### src/rtl/keypad_scanner.sv
// 4x4 matrix keypad scanner: drives columns low in turn, debounces the rows
// and reports one hex code per physical key press.
module keypad_scanner #(
  parameter int SCAN_DIV        = 6000,
  parameter int DEBOUNCE_CYCLES = 60000
) (
  input  logic       clk,
  input  logic       reset,
  input  logic [3:0] row,
  output logic [3:0] col,
  output logic [3:0] key,
  output logic       key_valid,
  output logic       new_key
);

  localparam int CMAX = (SCAN_DIV > DEBOUNCE_CYCLES) ?
                        SCAN_DIV : DEBOUNCE_CYCLES;
  localparam int CW = $clog2(CMAX + 1);
  localparam logic [CW-1:0] SCAN_LAST = CW'(SCAN_DIV - 1);
  localparam logic [CW-1:0] DEB_LAST  = CW'(DEBOUNCE_CYCLES - 1);

  typedef enum logic [1:0] {
    SCAN,
    DEBOUNCE,
    HELD,
    RELEASE
  } state_t;

  state_t          state;
  logic [3:0]      sync_q;
  logic [3:0]      row_s;
  logic [CW-1:0]   cnt;
  logic [1:0]      col_idx;
  logic [3:0]      cap_pat;
  logic [1:0]      cap_row;

  logic [3:0]      low;
  logic            one_low;
  logic [1:0]      low_idx;
  logic            row_bit;
  logic [1:0]      col_nxt;

  function automatic logic [3:0] col_drive(input logic [1:0] idx);
    col_drive = ~(4'b0001 << idx);
  endfunction

  function automatic logic [3:0] key_code(input logic [1:0] r,
                                          input logic [1:0] c);
    key_code = 4'h0;
    case ({r, c})
      4'h0: key_code = 4'h1;
      4'h1: key_code = 4'h2;
      4'h2: key_code = 4'h3;
      4'h3: key_code = 4'hA;
      4'h4: key_code = 4'h4;
      4'h5: key_code = 4'h5;
      4'h6: key_code = 4'h6;
      4'h7: key_code = 4'hB;
      4'h8: key_code = 4'h7;
      4'h9: key_code = 4'h8;
      4'hA: key_code = 4'h9;
      4'hB: key_code = 4'hC;
      4'hC: key_code = 4'hE;
      4'hD: key_code = 4'h0;
      4'hE: key_code = 4'hF;
      4'hF: key_code = 4'hD;
      default: key_code = 4'h0;
    endcase
  endfunction

  // Rows are active-low; a single low bit means one unambiguous key.
  always_comb begin
    low     = ~row_s;
    one_low = (low != 4'd0) && ((low & (low - 4'd1)) == 4'd0);
    low_idx = 2'd0;
    case (low)
      4'b0010: low_idx = 2'd1;
      4'b0100: low_idx = 2'd2;
      4'b1000: low_idx = 2'd3;
      default: low_idx = 2'd0;
    endcase
    row_bit = row_s[cap_row];
    col_nxt = col_idx + 2'd1;
  end

  always_ff @(posedge clk or negedge reset) begin
    if (!reset) begin
      sync_q    <= 4'b1111;
      row_s     <= 4'b1111;
      state     <= SCAN;
      cnt       <= '0;
      col_idx   <= 2'd0;
      col       <= 4'b1110;
      cap_pat   <= 4'b1111;
      cap_row   <= 2'd0;
      key       <= 4'h0;
      key_valid <= 1'b0;
      new_key   <= 1'b0;
    end else begin
      sync_q  <= row;
      row_s   <= sync_q;
      new_key <= 1'b0;
      unique case (state)
        SCAN: begin
          if (cnt == SCAN_LAST) begin
            cnt <= '0;
            if (one_low) begin
              cap_pat <= row_s;
              cap_row <= low_idx;
              state   <= DEBOUNCE;
            end else begin
              col_idx <= col_nxt;
              col     <= col_drive(col_nxt);
            end
          end else begin
            cnt <= cnt + CW'(1);
          end
        end
        DEBOUNCE: begin
          if (row_s != cap_pat) begin
            state <= SCAN;
            cnt   <= '0;
          end else if (cnt == DEB_LAST) begin
            key       <= key_code(cap_row, col_idx);
            key_valid <= 1'b1;
            new_key   <= 1'b1;
            state     <= HELD;
            cnt       <= '0;
          end else begin
            cnt <= cnt + CW'(1);
          end
        end
        HELD: begin
          if (row_bit) begin
            state <= RELEASE;
            cnt   <= '0;
          end
        end
        RELEASE: begin
          if (!row_bit) begin
            state <= HELD;
          end else if (cnt == DEB_LAST) begin
            key_valid <= 1'b0;
            cnt       <= '0;
            col_idx   <= col_nxt;
            col       <= col_drive(col_nxt);
            state     <= SCAN;
          end else begin
            cnt <= cnt + CW'(1);
          end
        end
      endcase
    end
  end

endmodule

### config.mk
export PLATFORM = sky130hd
export DESIGN_NAME = keypad_scanner
export DESIGN_NICKNAME = d
export VERILOG_FILES = /design/src/rtl/keypad_scanner.sv
export SDC_FILE = /design/constraint.sdc
export NUM_CORES = 1
export LEC_CHECK = 0
export CORE_MARGIN = 5
export CORE_UTILIZATION = 45
export CTS_CLUSTER_SIZE = 28
export DETAILED_ROUTE_END_ITERATION = 16
export GPL_ROUTABILITY_DRIVEN = 0
export HOLD_SLACK_MARGIN = 0.03
export PLACE_DENSITY = 0.66
export SKIP_LAST_GASP = 1
export SYNTH_ARGS = -nofsm -noshare
export SYNTH_HDL_FRONTEND = slang
export SYNTH_SLANG_ARGS = --single-unit
### constraint.sdc
create_clock -name clk -period 2.8 [get_ports clk]
set_input_delay 0.42 -clock clk [delete_from_list [all_inputs] [get_ports clk]]
set_output_delay 0.42 -clock clk [all_outputs]
set_load 0.01 [all_outputs]
# Word-level counts from Yosys, hierarchy flattened
# Memory sizes are Yosys's and may differ from the RTL's. A register that Yosys moved wholly into a read port is not among the register bits.
# Cells that the tools add are included.
[word_totals]
reg_bits = 40
mem_bits_rw = 0
rom_bits = 64
memories = 1
latchBits = 0
[op_classes]
div_mod_pow = 0
bitwise_logic = 4
n_reduce_logical = 13
multipliers = 0
muxes = 35
eq_ne = 19
add_sub_neg = 3
n_lt_le_gt_ge = 1
shift = 1
[memory_table]
columns = ["name", "depth", "width", "read_ports", "rd_clocked_by_memory_dff", "write_ports", "line_no", "rtl"]
rows = [
  ["(no name shown)", 16, 4, 1, 1, 0, "50", "case ({r, c})"],
]
[ops]
columns = ["operator", "n"]
rows = [
  ["2-to-1 mux 16 bit", 5],
  ["case mux 16 bit (4 select lines)", 1],
  ["2-to-1 mux 2 bit", 11],
  ["adder 16 x 1 -> 16 bit, second input constant", 1],
  ["== test 16 x 13 -> 1 bit, second input constant", 1],
  ["== test 16 bit, second input constant", 1],
  ["2-to-1 mux 4 bit", 4],
  ["!= test 2 bit, second input constant", 8],
  ["AND reduction 5 bit", 3],
  ["2-to-1 mux 1 bit", 8],
  ["inverter 4 bit", 2],
  ["case mux 2 bit (4 select lines)", 1],
  ["case mux 4 bit (2 select lines)", 1],
  ["!= test 3 bit, second input constant", 2],
  ["case mux 2 bit (3 select lines)", 1],
  ["AND reduction 3 bit", 2],
  ["AND 4 bit", 1],
  ["== test 2 bit, second input constant", 2],
  ["== test 4 x 2 -> 1 bit, second input constant", 1],
  ["== test 4 x 3 -> 1 bit, second input constant", 1],
  ["== test 4 bit, second input constant", 1],
  ["zero test 4 bit", 1],
  ["!= test 4 bit", 1],
  ["case mux 2 bit (2 select lines)", 1],
  ["14 further kinds", 15],
]

# Longest topological paths before layout
[depth]
word_depth = 8
ltp_mapped = 7

# Worst setup path after synthesis
# Ideal clock, no wire load.
[synth_path]
path_kind = "reg-to-reg"
startpoint = "reg cnt[5]"
endpoint = "reg col_idx[1]"
arrival_time_ps = 1976
slack_ps = 698
period_less_slack_ps = 2102
path_buffers = 1
stages_incl_launch_ff = 7
cell_sequence = "dfrtp_1 -> or4b_1 -> or4_1 -> nor2_1 -> a32o_2 -> buf_6 -> mux2_4"
[synth_via]
elab_chain_cells = 3
elab_cells_between_ends = 5
classes_between = "4 x eq/ne; 1 x reduce/logical"
[synth_lines]
columns = ["item", "line_no", "rtl"]
rows = [
  ["from (decl)", "32", "logic [CW-1:0] cnt;"],
  ["from (signal assigned)", "116", "cnt <= cnt + CW'(1);"],
  ["from (signal assigned)", "130", "cnt <= cnt + CW'(1);"],
  ["from (signal assigned)", "149", "cnt <= cnt + CW'(1);"],
  ["== test 16 bit or == test 16 x 13 -> 1 bit (tied branches)", "142, 105", ""],
  ["!= test 2 bit (no source line)", "n/a", ""],
  ["AND reduction 5 bit (no source line) (*)", "n/a", ""],
  ["to (signal assigned)", "112", "col_idx <= col_nxt;"],
  ["to (signal assigned)", "145", "col_idx <= col_nxt;"],
  ["to (decl)", "33", "logic [1:0] col_idx;"],
]
# Mark *: on every way between the ends. The rest lies on a longest branch, timed or not.
# A chain may end at the register's enable or synchronous reset.

# Worst setup path in the final report
[layout_path]
startpoint = "reg cnt[5]"
endpoint = "reg cnt[6]"
[layout_via]
elab_chain_cells = 4
elab_cells_between_ends = 8
classes_between = "1 x add/sub; 2 x eq/ne; 5 x mux"
[layout_lines]
columns = ["item", "line_no", "rtl"]
rows = [
  ["adder 16 x 1 -> 16 bit or == test 16 bit (tied branches)", "n/a", ""],
  ["2-to-1 mux 16 bit", "123, 142", ""],
  ["2-to-1 mux 16 bit (on tied branches)", "140, 120", ""],
  ["case mux 16 bit (4 select lines) (*)", "103", "unique case (state)"],
]
# Mark *: on every way between the ends. The rest lies on a longest branch, timed or not. The select of a mux whose other input is x is not followed.

==> reports/metrics.yaml <==
power:
  vdd_drop_max_mv: 0.184
  netSwitchingPower_mw: 0.231
  leakagePower_nw: 1.12
  power_frac_comb_pct: 2.8
  clockPowerShare_pct: 38.8
  power_switching_share_pct: 20.7
  power_density_nw_per_um2: 422
  seq_power_share_pct: 58.4
  cell_internal_pwr_mw: 0.888
timing:
  tightest_slew_ns: 0.935
  tns_ns: 0
  fmaxAchievable_ghz: 0.439
  final-hold-violation-count: 0
  setup-violations-final: 0
  slew_headroom_pct: 37.7
  timing_max_transition_violations_final: 0
  layout_setup_ws_ns: 0.521
  fin_skew_ns: 0.00995
  period_needed_ns: 2.28
  setup_repair_after_global_routing_missed_its_margin: "false"
  timing.final.crit_share_pct: 81.4
setup_path:
  timing.critical_path.fanout_max: 11
  timing.critical_path.max_delay_family: "simple AND/OR/NAND/NOR gates"
  end_kind: "register"
  path_buf_inv: 0
  worstReg2RegEnd: "cnt[6]"
  startpoint_type: "register"
  critPathKind: "reg2reg"
  cp_slowest_cell: "or4b_1"
  crit_arrival_ns: 2.45
  slowest_delay_ns: 0.55
  r2r.worst_path.cells: 5
  crit-reg2reg-launch: "cnt[5]"
  r2r_setup_slack_ns: 0.52
  path_cells: "or4b_1 > o41ai_1 > a2bb2oi_1 > and2_1 > o2bb2ai_1"
  worstPathRequired_ns: 2.97
drt:
  routedWlPerCell_um: 14.1
  post_drt_via_cell_ratio: 5.40
  ant_nets: 0
  drc: 0
  postRouteWirelength_um: 4210
  detailroute.via_count: 1610
  dr.first_iter.drc_count: 63
  detailed_routing_iteration_count_for_the_pre_antenna_repair_pass: 4
global_routing:
  global_route.overflow_total: 0
  grt_use_total_pct: 13.1
  antenna_violations_before_repair: 0
  grt_start_max_net_pins: 45
  wire_length_of_the_first_global_routing_pass_um: 7460
  vias_in_the_first_global_route: 1609
clock_tree:
  htree_num_levels: 2
  post_cts.repair.setup_buffers: 0
  inserted_clock_buffers: 5
  worst_setup_hold_path_clk_slew_ns: 0.08
  post_cts_hold_buffer_count: 0
  worst_skew_pair.late_latency_ns: 0.29
  cts_tree: "done"
  clock_sink_count: 44
  post_cts_resized: 0
  clk_root_buffer_cell: "clkbuf_8"
  number_of_buffers_on_the_longest_clock_path: 2
placed_design:
  numPortBuffers: 15
  dp_worst_setup_slack_ns: 0.499
  detailedPlacementHpwl_um: 3000
die:
  die_w_um: 82.9
  num_io_pins: 16
  core_area_um2: 5140
  placementRows: 26
  die-area_um2: 6870
  floorplan.initialDensity_pct: 46.5
  die_h_um: 82.9
run_status:
  run_status: "finished clean"
synthesis:
  synthesis.area_um2: 2390
  post_synth_edffs: 0
  combinational_family_with_the_most_area_after_synthesis: "simple AND/OR/NAND/NOR gates"
  leading_register_cell_type_out_of_synthesis: "dfrtp_1"
  asyncSetResetFlopFracSynth_pct: 100
  yosys-mux-area-fraction_pct: 11.3
  synth_adder_area_share_pct: 3.66
  synth_warnings: 0
  synth-compound-area-share_pct: 8.27
  postSynthNetCount: 232
  synth-xor-area-share_pct: 5.86
  post_synth_inst_count: 219
  sequential_element_share_of_the_synthesized_area_pct: 46.9
  fraction_of_the_mapped_netlist_area_in_simple_logic_gates_pct: 19.7
  post_synth.cell_area_avg_um2: 10.9
  synthesized_flop_and_latch_total: 44
  synth.lib_cells_used.distinct: 49
cells_and_area:
  nNetsFinal: 240
  antenna_cells: 0
  num-fill-cells: 501
  area_growth_pct: 10.9
  layout-drive-gt1-share_pct: 19.3
  final_core_utilization_pct: 51.6
hold_path:
  hold_path_class: "in2async"
flow_run:
  cap_violations: 0
==> worst register-to-register path, cell delays in order (launching register included) <==
cell and delay (ns):
dfrtp_1 0.45, or4b_1 0.55, o41ai_1 0.27, a2bb2oi_1 0.35
and2_1 0.43, o2bb2ai_1 0.11
==> registers in the layout (all words and copies together) (netlist names), 4 cells and up <==
| register | flops |
|---|---|
| cnt | 16 |
| cap_pat | 4 |
| col | 4 |
| key | 4 |
| row_s | 4 |
| sync_q | 4 |
==> power by group through the flow <==
stage / clock [mW] / combinational [mW] / sequential (mW)
after floorplan: 0 / 0.0167 / 0.660
after global placement: 0 / 0.0323 / 0.665
after detailed placement: 0 / 0.0327 / 0.665
after CTS: 0.452 / 0.0327 / 0.653
after global routing: 0.486 / 0.0363 / 0.654
final: 0.434 / 0.0314 / 0.653
==> synthesized netlist by cell type, types with 3 or more instances <==
library cell | count | area share [%]
a21oi_1 | 3 | 0.63
and3_1 | 7 | 1.8
buf_2 | 8 | 1.7
clkbuf_1 | 5 | 0.79
dfrtp_1 | 29 | 30
dfstp_2 | 15 | 16
ha_1 | 7 | 3.7
inv_1 | 6 | 0.94
mux2_2 | 5 | 2.4
mux2_4 | 8 | 5.0
mux2i_1 | 7 | 2.9
nand2_1 | 15 | 2.4
nand3_1 | 3 | 0.63
nand4_1 | 8 | 2.1
nand4b_1 | 3 | 1.1
nor2_1 | 20 | 3.1
nor4_1 | 4 | 1.0
o21ai_0 | 11 | 2.3
or4_1 | 3 | 0.94
xnor2_1 | 10 | 3.7
xor2_1 | 6 | 2.2
==> stage by stage <==
| step | area, um^2 | hold WS (ns) | cells | power [mW] |
|---|---|---|---|---|
| floorplan | 2390 | 0.124 | 219 | 0.676 |
| global placement | 2550 | 0.346 | 290 | 0.697 |
| detailed placement | 2550 | 0.349 | 290 | 0.698 |
| CTS | 2650 | 0.293 | 298 | 1.14 |
| global route | 2650 | 0.339 | 298 | 1.18 |
| finish | 2650 | 0.264 | 298 | 1.12 |
==> cells in the final DEF (no fill, tap or decap), types with 2 or more instances in the layout <==
cell,netlist,final
nor2_1,20,20
nand3_1,3,3
nand2_1,15,15
nand4b_1,3,3
nor4_1,4,4
nor2b_1,2,2
and4_1,2,2
dfstp_2,15,15
xnor2_1,10,10
nor3_1,2,2
a22oi_1,2,2
xor2_1,6,6
nand4bb_1,2,2
mux2_4,8,8
and3_1,7,7
inv_1,6,6
o2bb2ai_1,2,2
a22o_1,2,2
mux2i_1,7,7
or4_1,3,3
mux2_2,5,5
dfrtp_1,29,29
nand4_1,8,8
ha_1,7,7
clkbuf_8,0,5
clkdlybuf4s50_1,0,14
o21ai_0,11,11
a21oi_1,3,3
==> worst max-delay path by stage <==
stage          startpoint    endpoint  slack [ns]  depth (start not counted)
3_5_place_dp       cnt[5]     cnt[13]        0.50                          5
6_report           cnt[5]      cnt[6]        0.52                          5
2_1_floorplan      cnt[5]  col_idx[1]        0.70                          6
5_1_grt            cnt[5]      cnt[6]        0.26                          5
3_3_place_gp       cnt[0]  cap_row[0]        0.58                          5
4_1_cts            cnt[5]     cnt[13]        0.48                          5
==> layout make-up <==
class                           instances  area [um^2]  share of cell area (%)
Inverter                                6         22.5                   0.849
Clock inverter                          1         5.00                   0.189
Tap cell                               70         87.6                    3.30
Multi-Input combinational cell        154         1170                    44.0
Sequential cell                        44         1120                    42.2
Clock buffer                            7         97.6                    3.68
Timing Repair Buffer                   16          153                    5.76
==> kinds of logic after synthesis <==
kind of cell	count (synthesis)
AOI/OAI and AO/OA	29
xor gates and xnor gates	16
adders and majority gates	7
buffers and inverters	21
DFF	44
muxes	21
and+or+nand+nor	81
==> metal layers <==
layer  part of all wire, %  wire length [um]  track usage, %
met4                   1.5                65            5.20
met3                   3.4               141            3.76
met2                    48              2020            20.8
met5                     0                 0               0
met1                    47              1980            16.7
No activity file was read; power rests on OpenSTA's default activity.
